<file path="config.mk">
export PLATFORM = sky130hd
export DESIGN_NAME = hazard_ctrl
export DESIGN_NICKNAME = d
export VERILOG_FILES = /design/src/rtl/rv32i_types.sv /design/src/rtl/hazard_ctrl_detect.sv /design/src/rtl/hazard_ctrl.sv
export SDC_FILE = /design/constraint.sdc
export NUM_CORES = 1
export LEC_CHECK = 0
export ABC_AREA = 1
export CAP_MARGIN = 20
export CORE_MARGIN = 2
export CORE_UTILIZATION = 33
export CTS_CLUSTER_DIAMETER = 40
export DETAILED_ROUTE_END_ITERATION = 16
export GPL_TIMING_DRIVEN = 0
export PLACE_DENSITY = 0.79
export SYNTH_ARGS = -nofsm -noshare
export SYNTH_HDL_FRONTEND = slang
export SYNTH_SLANG_ARGS = --single-unit
</file>
<file path="constraint.sdc">
create_clock -name clk -period 2.2 [get_ports clk]
set_clock_uncertainty 0.1 [all_clocks]
set_input_delay 0.66 -clock clk [delete_from_list [all_inputs] [get_ports clk]]
set_output_delay 0.66 -clock clk [all_outputs]
set_load 0.01 [all_outputs]
</file>
<file path="src/rtl/rv32i_types.sv">
// rv32i_types: shared types for the RV32I pipeline control, including the memory wait-state encoding.
package rv32i_types;
  typedef enum logic [1:0] {RUN, WAIT_I, WAIT_D, WAIT_ID} wait_state_t;
  localparam logic [4:0] X0 = 5'd0;
endpackage

</file>
<file path="src/rtl/hazard_ctrl_detect.sv">
// hazard_detect: combinational source/destination match producing the ID-stage data hazard bit.
module hazard_detect
  import rv32i_types::*;
(
  input  logic [4:0] id_rs1,
  input  logic [4:0] id_rs2,
  input  logic       id_uses_rs1,
  input  logic       id_uses_rs2,
  input  logic       id_is_cmp,
  input  logic [4:0] ex_rd,
  input  logic       ex_load_regfile,
  input  logic       ex_is_load,
  input  logic [4:0] mem_rd,
  input  logic       mem_is_load,
  output logic       hazard
);
  function automatic logic src_hazard(input logic [4:0] rs, input logic used);
    logic ex_hit, mem_hit;
    ex_hit  = rs == ex_rd;
    mem_hit = rs == mem_rd;
    return used && rs != X0 &&
           ((ex_hit && ex_is_load) ||
            (id_is_cmp && ((ex_hit && ex_load_regfile) || (mem_hit && mem_is_load))));
  endfunction

  always_comb hazard = src_hazard(id_rs1, id_uses_rs1) | src_hazard(id_rs2, id_uses_rs2);
endmodule

</file>
<file path="src/rtl/hazard_ctrl.sv">
// hazard_ctrl: five-stage pipeline sequencing (memory freeze, data-hazard bubbles, ID redirects).
// Optional HAZARD_PERF_EN adds stall_cycles/flush_count performance counters.
module hazard_ctrl
  import rv32i_types::*;
(
  input  logic        clk,
  input  logic        rst,
  input  logic [4:0]  id_rs1,
  input  logic [4:0]  id_rs2,
  input  logic        id_uses_rs1,
  input  logic        id_uses_rs2,
  input  logic        id_is_cmp,
  input  logic        id_redirect,
  input  logic [4:0]  ex_rd,
  input  logic        ex_load_regfile,
  input  logic        ex_is_load,
  input  logic [4:0]  mem_rd,
  input  logic        mem_is_load,
  input  logic        imem_req,
  input  logic        imem_resp,
  input  logic        dmem_req,
  input  logic        dmem_resp,
  output logic        load_pc,
  output logic        load_if_id,
  output logic        load_id_ex,
  output logic        load_ex_mem,
  output logic        load_mem_wb,
  output logic        flush_if_id,
  output logic        bubble_id_ex,
  output logic        pc_redirect
`ifdef HAZARD_PERF_EN
  ,
  output logic [31:0] stall_cycles,
  output logic [31:0] flush_count
`endif
);
  wait_state_t state, state_nx;
  logic hazard, out_i, out_d, advance, run;

  hazard_detect u_detect (
    .id_rs1(id_rs1),
    .id_rs2(id_rs2),
    .id_uses_rs1(id_uses_rs1),
    .id_uses_rs2(id_uses_rs2),
    .id_is_cmp(id_is_cmp),
    .ex_rd(ex_rd),
    .ex_load_regfile(ex_load_regfile),
    .ex_is_load(ex_is_load),
    .mem_rd(mem_rd),
    .mem_is_load(mem_is_load),
    .hazard(hazard)
  );

  // A response seen while the other side is pending is remembered by moving to the single-side wait.
  always_comb begin
    out_i = imem_req & ~imem_resp;
    out_d = dmem_req & ~dmem_resp;
    state_nx = state == RUN    ? (out_i & out_d ? WAIT_ID : out_i ? WAIT_I : out_d ? WAIT_D : RUN)
             : state == WAIT_I ? (imem_resp ? RUN : WAIT_I)
             : state == WAIT_D ? (dmem_resp ? RUN : WAIT_D)
             : (imem_resp & dmem_resp ? RUN : imem_resp ? WAIT_D : dmem_resp ? WAIT_I : WAIT_ID);
    advance = state_nx == RUN;
    run = rst & advance;
    load_pc = run & ~hazard;
    load_if_id = run & ~hazard;
    load_id_ex = run;
    load_ex_mem = run;
    load_mem_wb = run;
    bubble_id_ex = run & hazard;
    pc_redirect = run & ~hazard & id_redirect;
    flush_if_id = run & ~hazard & id_redirect;
  end

  always_ff @(posedge clk)
    if (!rst) state <= RUN;
    else state <= state_nx;

`ifdef HAZARD_PERF_EN
  always_ff @(posedge clk)
    if (!rst) begin
      stall_cycles <= '0;
      flush_count <= '0;
    end else begin
      if (!advance || hazard) stall_cycles <= stall_cycles + 32'd1;
      if (pc_redirect) flush_count <= flush_count + 32'd1;
    end
`endif
endmodule
</file>
==> summary.md, run 1 <==
| Metric | Value |
|---|---|
| Status | `complete, but fails checks` |
| Failing checks | `setup timing` |
| Comb power frac | `64.9%` |
| Inst Count DP | `151` |
| All-Layer GR Usage | `19.56%` |
| Final core occ | `75.33%` |
| Via Count | `708` |
| Sw Pwr | `0.0001140 W` |
| DRT Wirelength | `1.832 mm` |
| Biggest register | `state` |
| Largest registers | `state x2` |
| Die height | `44.19 um` |
| Largest net degree at the start of global routing | `5` |
| CP Launch Type | `primary input` |
| Buffers on Ports | `40` |
| Wirelength per Cell | `11.67 um` |
| Total gr overflow | `0` |
| Syn_area_per_cell | `5.611 um2` |
| Post-synthesis cell count | `95` |
| CTS tree | `done` |
| Storage cell area | `40.04 um2` |
| Num rows | `14` |
| Worst slew margin | `85.39%` |
| Power Total | `0.0003322 W` |
| Io pins | `41` |
| R2R Setup Slk | `1.22 ns` |
| Largest register FFs | `2` |
| Required time worst endpoint | `1.44 ns` |
| PnR worst setup slack | `-0.2724 ns` |
| Reg clk slew, reported paths | `0.03 ns` |
| Clock Sinks | `2` |
| Min Tclk post-route | `2.472 ns` |
| Maximum root-to-sink buffer count | `2` |
| # Max-Cap Violations | `0` |
| GR Layer Usage met2 | `36.76%` |
| Area grow syn2layout | `112.9%` |
| Hold Path Class | `reg2reg` |
| Post-synthesis sequential area ratio | `7.512%` |
| Worst reg2reg path depth | `5` |
| Worst Max-Slew Pin Slew | `0.2185 ns` |
| Clock share of power | `23.4%` |
| Cell variety after synth | `19` |
| # diodes | `0` |
| Final-stage net count | `176` |
| Core area | `1506 um2` |
| Crit end category | `primary output` |
| Kind of critical path | `in2out` |
| GRT busiest layer | `met2` |
| Top cell type's share of synthesized area | `18.31%` |
| Hold Path Origin | `state[1]` |
| Worst r2r src | `state[0]` |
| Initial antenna violation count | `0` |
| Final cell count without fillers | `157` |
| Maximum vdd drop | `0.0002458 V` |
| Vias in the first global route | `734` |
| Final Setup Violations | `7` |
| Vias/cell | `4.510` |
| Yosys reg bits | `2` |
| Area contributors post-synth | `nand2_1 18%, xnor2_1 13%, inv_1 13%` |
| Routed Antenna Nets | `0` |
| Worst slack, placed | `-1.131 ns` |
| Unrepaired setup endpoints after global routing | `true` |
| Die footprint | `1953 um2` |
| Hold Violations, Final | `0` |
| Part of the cycle the worst path needs | `112.4%` |
| Clock Latency Late Sink | `0.22 ns` |
| Fill count | `113` |
| RR Endpoint | `state[1]` |
| Multi-input logic area | `538.0 um2` |
| Initial core utilization | `35.38%` |
| First-pass GRT wire length | `2.849 mm` |
| Pre-antenna DRT Iters | `2` |
| Critical Path Sink | `pc_redirect` |
| Reg power frac | `11.7%` |
| Root Driver | `clkbuf_4` |
| Met3 Use GR | `4.082%` |
| RePlAce Congestion | `0.7799` |
| Net Count, Synth | `128` |
| Power Density | `292.7 nW/um2` |
| Critical Path AT | `1.71 ns` |
| Pleak | `0.6044 nW` |
| HPWL Detailed | `1.322 mm` |
| CTS Buf Count | `3` |
| Post-route DRC | `0` |
| H-tree Lvls | `1` |
| Yosys top cell by area | `nand2_1` |
| Crit path from | `id_rs1[2]` |
| P_int | `0.0002182 W` |
| CTS Hold Bufs | `0` |
| Initial DRC count | `6` |
| Fmax achieved | `404.5 MHz` |
| Ys Warns | `0` |
| Share of layout cells above drive strength 1 | `58.87%` |
| Met1 GRT Util | `21.92%` |
| Max-slew violations | `0` |
| Mapped Area | `533.0 um2` |
| CP max FO | `3` |
| Die W | `44.19 um` |
| Switching share of power | `34.31%` |
[metrics by stage]
stage	hold WS (ns)	TNS (ns)	instance area, um2
2_1_floorplan	0.4161	-0.05193	569.3
3_3_place_gp	0.4388	-7.397	989.7
3_5_place_dp	0.4497	-7.580	989.7
4_1_cts	0.4639	-0.9448	1055
5_1_grt	0.4953	-1.607	1135
6_report	0.4622	-1.132	1135
[power by group through the flow]
stage	sequential, W	clock (W)	combinational [W]
floorplan	0.0000393	0	0.0000831
CTS	0.0000390	0.0000885	0.000196
global route	0.0000391	0.0000880	0.000233
detailed placement	0.0000395	0	0.000183
global placement	0.0000394	0	0.000180
finish	0.0000390	0.0000777	0.000215
[cells in the mapped netlist, drive strengths merged]
library cell and instances:
buf 4, nand4 1, xor2 7, nand3b 1, dfxtp 2, clkinv 1
a21oi 3, nand3 5, nor3 1, inv 19, xnor2 8, nor2 14
a21o 1, nand2 28
[repair_timing]
item / CTS / global route
pin swaps: 38 / 26
buffers inserted: 4 / 0
setup endpoints to repair: 8 / 7
resized for setup: 183 / 26
[metal layers]
layer | part of all wire, % | wire length, um | vias to the layer above
met2 | 53 | 972 | 23
li1 | - | - | 369
met1 | 39 | 717 | 312
met5 | 0 | 0 | -
met4 | 2.1 | 38 | 0
met3 | 5.6 | 103 | 4
[placed cells by master, fill, tap and decap left out]
| cell | n |
|---|---|
| xnor2_1 | 2 |
| dlygate4sd2_1 | 5 |
| nand2_2 | 4 |
| nand2_8 | 1 |
| buf_4 | 6 |
| dfxtp_1 | 2 |
| clkinv_2 | 1 |
| nor2_2 | 3 |
| nand3_2 | 3 |
| inv_2 | 10 |
| a21o_2 | 1 |
| clkdlybuf4s50_1 | 2 |
| xnor2_2 | 6 |
| nor2_1 | 7 |
| inv_1 | 9 |
| nand3_4 | 1 |
| buf_2 | 11 |
| xor2_1 | 7 |
| nand4_1 | 1 |
| clkdlybuf4s15_2 | 1 |
| nor2_4 | 4 |
| nor3_4 | 1 |
| a21oi_4 | 1 |
| nand2_1 | 21 |
| clkbuf_4 | 3 |
| nand3b_1 | 1 |
| buf_6 | 18 |
| nand2_4 | 2 |
| nand3_1 | 1 |
| buf_8 | 4 |
| a21oi_2 | 2 |
[layout make-up]
class / count / area share, %
buffer: 3 / 2.646
clock buffer: 3 / 1.985
inverter: 20 / 6.725
multi-input combinational: 69 / 47.41
sequential: 2 / 3.528
tap: 16 / 1.764
timing repair buffer: 44 / 35.94
[how the worst min path moves through the flow]
stage | end | slack (ns) | cells after the start
6_report | state[1] | 0.46 | 4
5_1_grt | state[1] | 0.50 | 4
4_1_cts | state[1] | 0.46 | 4
3_5_place_dp | state[1] | 0.45 | 4
3_3_place_gp | state[1] | 0.44 | 4
2_1_floorplan | state[1] | 0.42 | 4
[kinds of logic after synthesis]
family	count (synthesis)	share of synthesized area [%]
compound gates	4	5.869
xor+xnor	15	24.65
simple gates	50	42.26
flops	2	7.512
buf+inv	24	19.72
[worst max-delay path: stages]
cell and delay (ns):
buf_6 0.10, nor2_2 0.10, nand3b_1 0.09, nand2_1 0.10
inv_2 0.07, nand3_2 0.08, nand2_2 0.06, nand2_4 0.07
nand3_4 0.07, nor2_4 0.12, buf_6 0.10, buf_6 0.08
Note: power is estimated with default switching activity, not from simulation.
==> run 2, diff against run 1 <==
Settings changed: CORE_UTILIZATION 33 to 30, PLACE_DENSITY 0.79 to 0.73.
==> summary.md, run 2 (same netlist as run 1, synthesis figures left out) <==
| Metric | Value |
|---|---|
| CTS Buf Count | `3` |
| CTS tree | `done` |
| Final Setup Violations | `7` |
| Hold Path Class | `reg2reg` |
| Die height | `46.15 um` |
| Initial DRC count | `2` |
| H-tree Lvls | `1` |
| Hold slack final | `0.4531 ns` |
| Highest cell delay on the worst timing path | `0.14 ns` |
| Area grow syn2layout | `123.5%` |
| Leading cell type in the layout, fill and taps excluded | `buf_6` |
| Clock Sinks | `2` |
| Worst slew margin | `84.54%` |
| PnR worst setup slack | `-0.3126 ns` |
| Die W | `46.15 um` |
| Worst Max-Slew Pin Slew | `0.2317 ns` |
| Vias in the first global route | `646` |
| Wirelength per Cell | `11.48 um` |
| Root Driver | `clkbuf_4` |
| Failing checks | `setup timing` |
| Biggest register | `state` |
| Reg clk slew, reported paths | `0.03 ns` |
| DRT Wirelength | `1.849 mm` |
| Largest registers | `state x2` |
| Maximum vdd drop | `0.0002178 V` |
| Most frequent CP cell | `nand2_1` |
| Power Total | `0.0003471 W` |
| Core area | `1689 um2` |
| Die footprint | `2130 um2` |
| Maximum root-to-sink buffer count | `2` |
| Via Count | `730` |
| Vias/cell | `4.534` |
| Pre-antenna DRT Iters | `4` |
| Io pins | `41` |
| HPWL Detailed | `1.313 mm` |
| Critical Path AT | `1.75 ns` |
| Final-stage net count | `179` |
| RePlAce Congestion | `0.7316` |
| Initial core utilization | `31.56%` |
| Critical-path top delay cell | `xnor2_2` |
| Largest register FFs | `2` |
| Post-route DRC | `0` |
| Initial antenna violation count | `0` |
| Min Tclk post-route | `2.513 ns` |
| Cell breakdown of the critical path | `buf_8 > xnor2_2 > nand2_1 > nor2_1 > nand3_2 > nand2_1 > nand2_2 > buf_4 > a21oi_2 > buf_2` |
| Hold Violations, Final | `0` |
| Most frequent cells in the layout | `23 x buf_6, 22 x nand2_1, 14 x inv_1` |
| Status | `complete, but fails checks` |
| Required time worst endpoint | `1.44 ns` |
| Routed Antenna Nets | `0` |
| First-pass GRT wire length | `2.484 mm` |
| All-Layer GR Usage | `15.80%` |
| Share of layout cells above drive strength 1 | `55.56%` |
| Fmax achieved | `398.0 MHz` |
| # diodes | `0` |
| # Max-Cap Violations | `0` |
| Num rows | `15` |
| Power Density | `291.4 nW/um2` |
| CP Launch Type | `primary input` |
| Pleak | `0.6286 nW` |
| Crit end category | `primary output` |
| Clock Latency Late Sink | `0.22 ns` |
| Max-slew violations | `0` |
| Largest net degree at the start of global routing | `5` |
| Part of the cycle the worst path needs | `114.2%` |
| CP max FO | `2` |
| Unrepaired setup endpoints after global routing | `true` |
| Total gr overflow | `0` |
| Kind of critical path | `in2out` |
| Buffers on Ports | `40` |
run 2: repair_timing:
action / 4_1_cts / 5_1_grt
hold buffers: 0 / 0
setup buffers: 5 / 1
setup endpoints to repair: 8 / 8
gates resized for setup: 184 / 26
pin swaps: 38 / 24
run 2: layout make-up:
class	count	area, um2
plain buffers	4	45.04
clock buffers	3	22.52
fillers	136	498.0
inverters	20	76.32
multi-input cells	69	543.0
flip-flops and latches	2	40.04
well taps	17	21.27
repair buffers	46	442.9
run 2: per-layer routing:
| metal | global-route usage, % | share of wire, % | up-vias |
|---|---|---|---|
| li1 | - | - | 379 |
| met1 | 19.16 | 38 | 322 |
| met2 | 28.33 | 57 | 27 |
| met3 | 1.569 | 5.2 | 2 |
| met4 | 5.714 | 0.43 | 0 |
| met5 | 0 | 0 | - |
run 2: power breakdown:
group / switching (W) / internal [W] / total (W)
Sequential: 0.000000536 / 0.0000384 / 0.0000389
Combinational: 0.0000966 / 0.000131 / 0.000227
Clock: 0.0000207 / 0.0000602 / 0.0000808
run 2: path summary, 6_finish.rpt:
kind | slack, ns | cells after the start | start | endpoint
worst max-delay path | -0.31 | 10 | mem_rd[0] | bubble_id_ex
worst min-delay path | 0.45 | 4 | state[1] | state[1]
worst max register to register | 1.20 | 6 | state[1] | state[0]
worst min register to register | 0.45 | 4 | state[1] | state[1]
run 2: metrics by stage:
| step | TNS (ns) | worst slack, ns | instances | utilization (%) | cell area (um2) |
|---|---|---|---|---|---|
| final | -1.201 | -0.3126 | 161 | 70.52 | 1191 |
| after CTS | -1.019 | -0.2322 | 160 | 64.74 | 1094 |
| after global routing | -1.689 | -0.3641 | 161 | 70.52 | 1191 |
| after detailed placement | -7.598 | -1.132 | 152 | 58.67 | 991.0 |
| after global placement | -7.453 | -1.111 | 152 | 58.67 | 991.0 |
| after floorplan | -0.05193 | -0.05193 | 95 | - | 569.3 |
run 2: worst max-delay path: cells and delay by family:
family | cells | cell delay [ns]
AOI/OAI and AO/OA | 1 | 0.12
xor gates and xnor gates | 1 | 0.14
buffers and inverters | 3 | 0.38
and+or+nand+nor | 5 | 0.44
==> run 3, diff against run 2 <==
Settings changed: CORE_ASPECT_RATIO from default to 0.9.
Clock period 2.2 ns to 2.65 ns, I/O delays scaled along.
==> summary.md, run 3 (same netlist as run 1, synthesis figures left out) <==
| Metric | Value |
|---|---|
| Initial DRC count | `0` |
| DRT Wirelength | `1.763 mm` |
| PnR worst setup slack | `-0.07423 ns` |
| Hold Violations, Final | `0` |
| CTS Hold Bufs | `0` |
| Total gr overflow | `0` |
| HPWL Detailed | `1.323 mm` |
| Cell breakdown of the critical path | `buf_8 > nor2_4 > nand3b_1 > nand2_1 > inv_1 > nand3_1 > nand2_1 > nand2_2 > nand3_2 > nor2_2 > buf_4 > buf_6` |
| Worst slack, placed | `-0.9133 ns` |
| RR Endpoint | `state[0]` |
| Worst r2r src | `state[1]` |
| Maximum root-to-sink buffer count | `2` |
| Unrepaired setup endpoints after global routing | `true` |
| Min Tclk post-route | `2.724 ns` |
| Io pins | `41` |
| Biggest register | `state` |
| Clock Sinks | `2` |
| Vias in the first global route | `673` |
| Initial antenna violation count | `0` |
| All-Layer GR Usage | `16.56%` |
| Critical Path Sink | `pc_redirect` |
| Die W | `48.43 um` |
| Reg clk slew, reported paths | `0.03 ns` |
| Final Setup Violations | `2` |
| Vias/cell | `4.186` |
| Highest cell delay on the worst timing path | `0.12 ns` |
| Routed Antenna Nets | `0` |
| Wirelength per Cell | `10.56 um` |
| Core area | `1664 um2` |
| Final-stage net count | `178` |
| # Max-Cap Violations | `0` |
| Cell family with most CP delay | `simple AND/OR/NAND/NOR gates` |
| Leading cell type in the layout, fill and taps excluded | `nand2_1` |
| Largest register FFs | `2` |
| Num rows | `14` |
| TNS Setup | `-0.1104 ns` |
| Initial core utilization | `32.03%` |
| Kind of critical path | `in2out` |
| Fill count | `147` |
| Buffers on Ports | `40` |
| Worst Max-Slew Pin Slew | `0.2003 ns` |
| Worst slew margin | `86.60%` |
| Critical-path top delay cell | `nor2_2` |
| First-pass GRT wire length | `2.739 mm` |
| Fin area | `1119 um2` |
| Die footprint | `2130 um2` |
| Largest net degree at the start of global routing | `5` |
| H-tree Lvls | `1` |
| Most frequent cells in the layout | `24 x nand2_1, 15 x buf_6, 12 x inv_1` |
| R2R Setup Slk | `1.62 ns` |
| Crit end category | `primary output` |
| Maximum vdd drop | `0.0001106 V` |
| Clock Latency Late Sink | `0.22 ns` |
| CP Launch Type | `primary input` |
| Share of layout cells above drive strength 1 | `50.35%` |
| Critical Path AT | `1.83 ns` |
| CTS tree | `done` |
| Pre-antenna DRT Iters | `1` |
| Max-slew violations | `0` |
| Most frequent CP cell | `nand2_1` |
| Crit path depth | `12` |
| Largest registers | `state x2` |
| Hold Path Class | `reg2reg` |
| Via Count | `699` |
| CTS Buf Count | `3` |
| Area grow syn2layout | `109.9%` |
| Crit path from | `id_rs1[3]` |
| Failing checks | `setup timing` |
| RePlAce Congestion | `0.7386` |
| Die height | `43.99 um` |
| Worst reg2reg path depth | `6` |
| Power Density | `241.2 nW/um2` |
| Pleak | `0.5998 nW` |
| Placed Area | `963.4 um2` |
| CP max FO | `3` |
| Part of the cycle the worst path needs | `102.8%` |
| Post-route DRC | `0` |
| Required time worst endpoint | `1.76 ns` |
| CP Buf/Inv Count | `4` |
| Status | `complete, but fails checks` |
| # diodes | `0` |
| Fmax achieved | `367.1 MHz` |
| Root Driver | `clkbuf_4` |
[run 3: cell count changes in the layout (fill, tap and decap cells not counted), moves of 2 or more]
cell and change:
inv_1 -2, clkbuf_2 +2, clkdlybuf4s15_1 +3, nand2_1 +2, inv_2 +2, nand3_1 +2
buf_4 +3, buf_6 -8, buf_2 -2
[run 3: routing by layer]
| metal | up-vias | share of wire, % | track usage [%] |
|---|---|---|---|
| met3 | 2 | 4.1 | 3.793 |
| met1 | 302 | 38 | 19.17 |
| met4 | 0 | 0.34 | 6.857 |
| li1 | 379 | - | - |
| met5 | - | 0 | 0 |
| met2 | 16 | 58 | 30.00 |
[run 3: report_power, final]
part | internal, W | leakage [nW] | switching [W]
Clock | 0.0000499 | 0.0138 | 0.0000166
Sequential | 0.0000319 | 0.0164 | 0.000000458
Combinational | 0.0000994 | 0.570 | 0.0000716
Total | 0.000181 | 0.600 | 0.0000887
[run 3: cell type report]
cell class / count / area [um2] / area share [%]
inverter: 20 / 76.32 / 6.823
clock buffer: 3 / 22.52 / 2.013
multi-input combinational: 69 / 484.2 / 43.29
tap: 24 / 30.03 / 2.685
buffer: 4 / 33.78 / 3.020
sequential: 2 / 40.04 / 3.579
timing repair buffer: 45 / 431.7 / 38.59
[run 3: worst min-delay path: cells and delay by family, from the launching register on]
family,cells,cell delay [ns]
compound gates,1,0.07
buf+inv,2,0.13
flops,1,0.29
simple gates,1,0.03
[run 3: how the worst min path moves through the flow]
| stage | from | end | slack [ns] | cells after the start |
|---|---|---|---|---|
| after global routing | state[1] | state[1] | 0.52 | 4 |
| after global placement | state[0] | state[0] | 0.46 | 4 |
| after detailed placement | state[0] | state[0] | 0.47 | 4 |
| final | state[1] | state[1] | 0.46 | 4 |
| after CTS | state[1] | state[1] | 0.45 | 4 |
| after floorplan | state[0] | state[0] | 0.43 | 4 |
[run 3: what timing repair did]
action | 4_1_cts | 5_1_grt
buffers inserted | 3 | 2
gates cloned | 0 | 0
pin swaps | 47 | 31
gates resized for setup | 160 | 34
endpoints found under the setup margin | 8 | 8
[run 3: stage by stage]
stage	hold WS, ns	utilization, %	cells	total power, W
4_1_cts	0.4502	60.53	165	0.0002489
3_5_place_dp	0.4657	57.89	159	0.0001771
3_3_place_gp	0.4575	57.89	159	0.0001746
5_1_grt	0.5163	67.22	167	0.0002927
6_report	0.4630	67.22	167	0.0002698
2_1_floorplan	0.4312	-	95	0.00009551
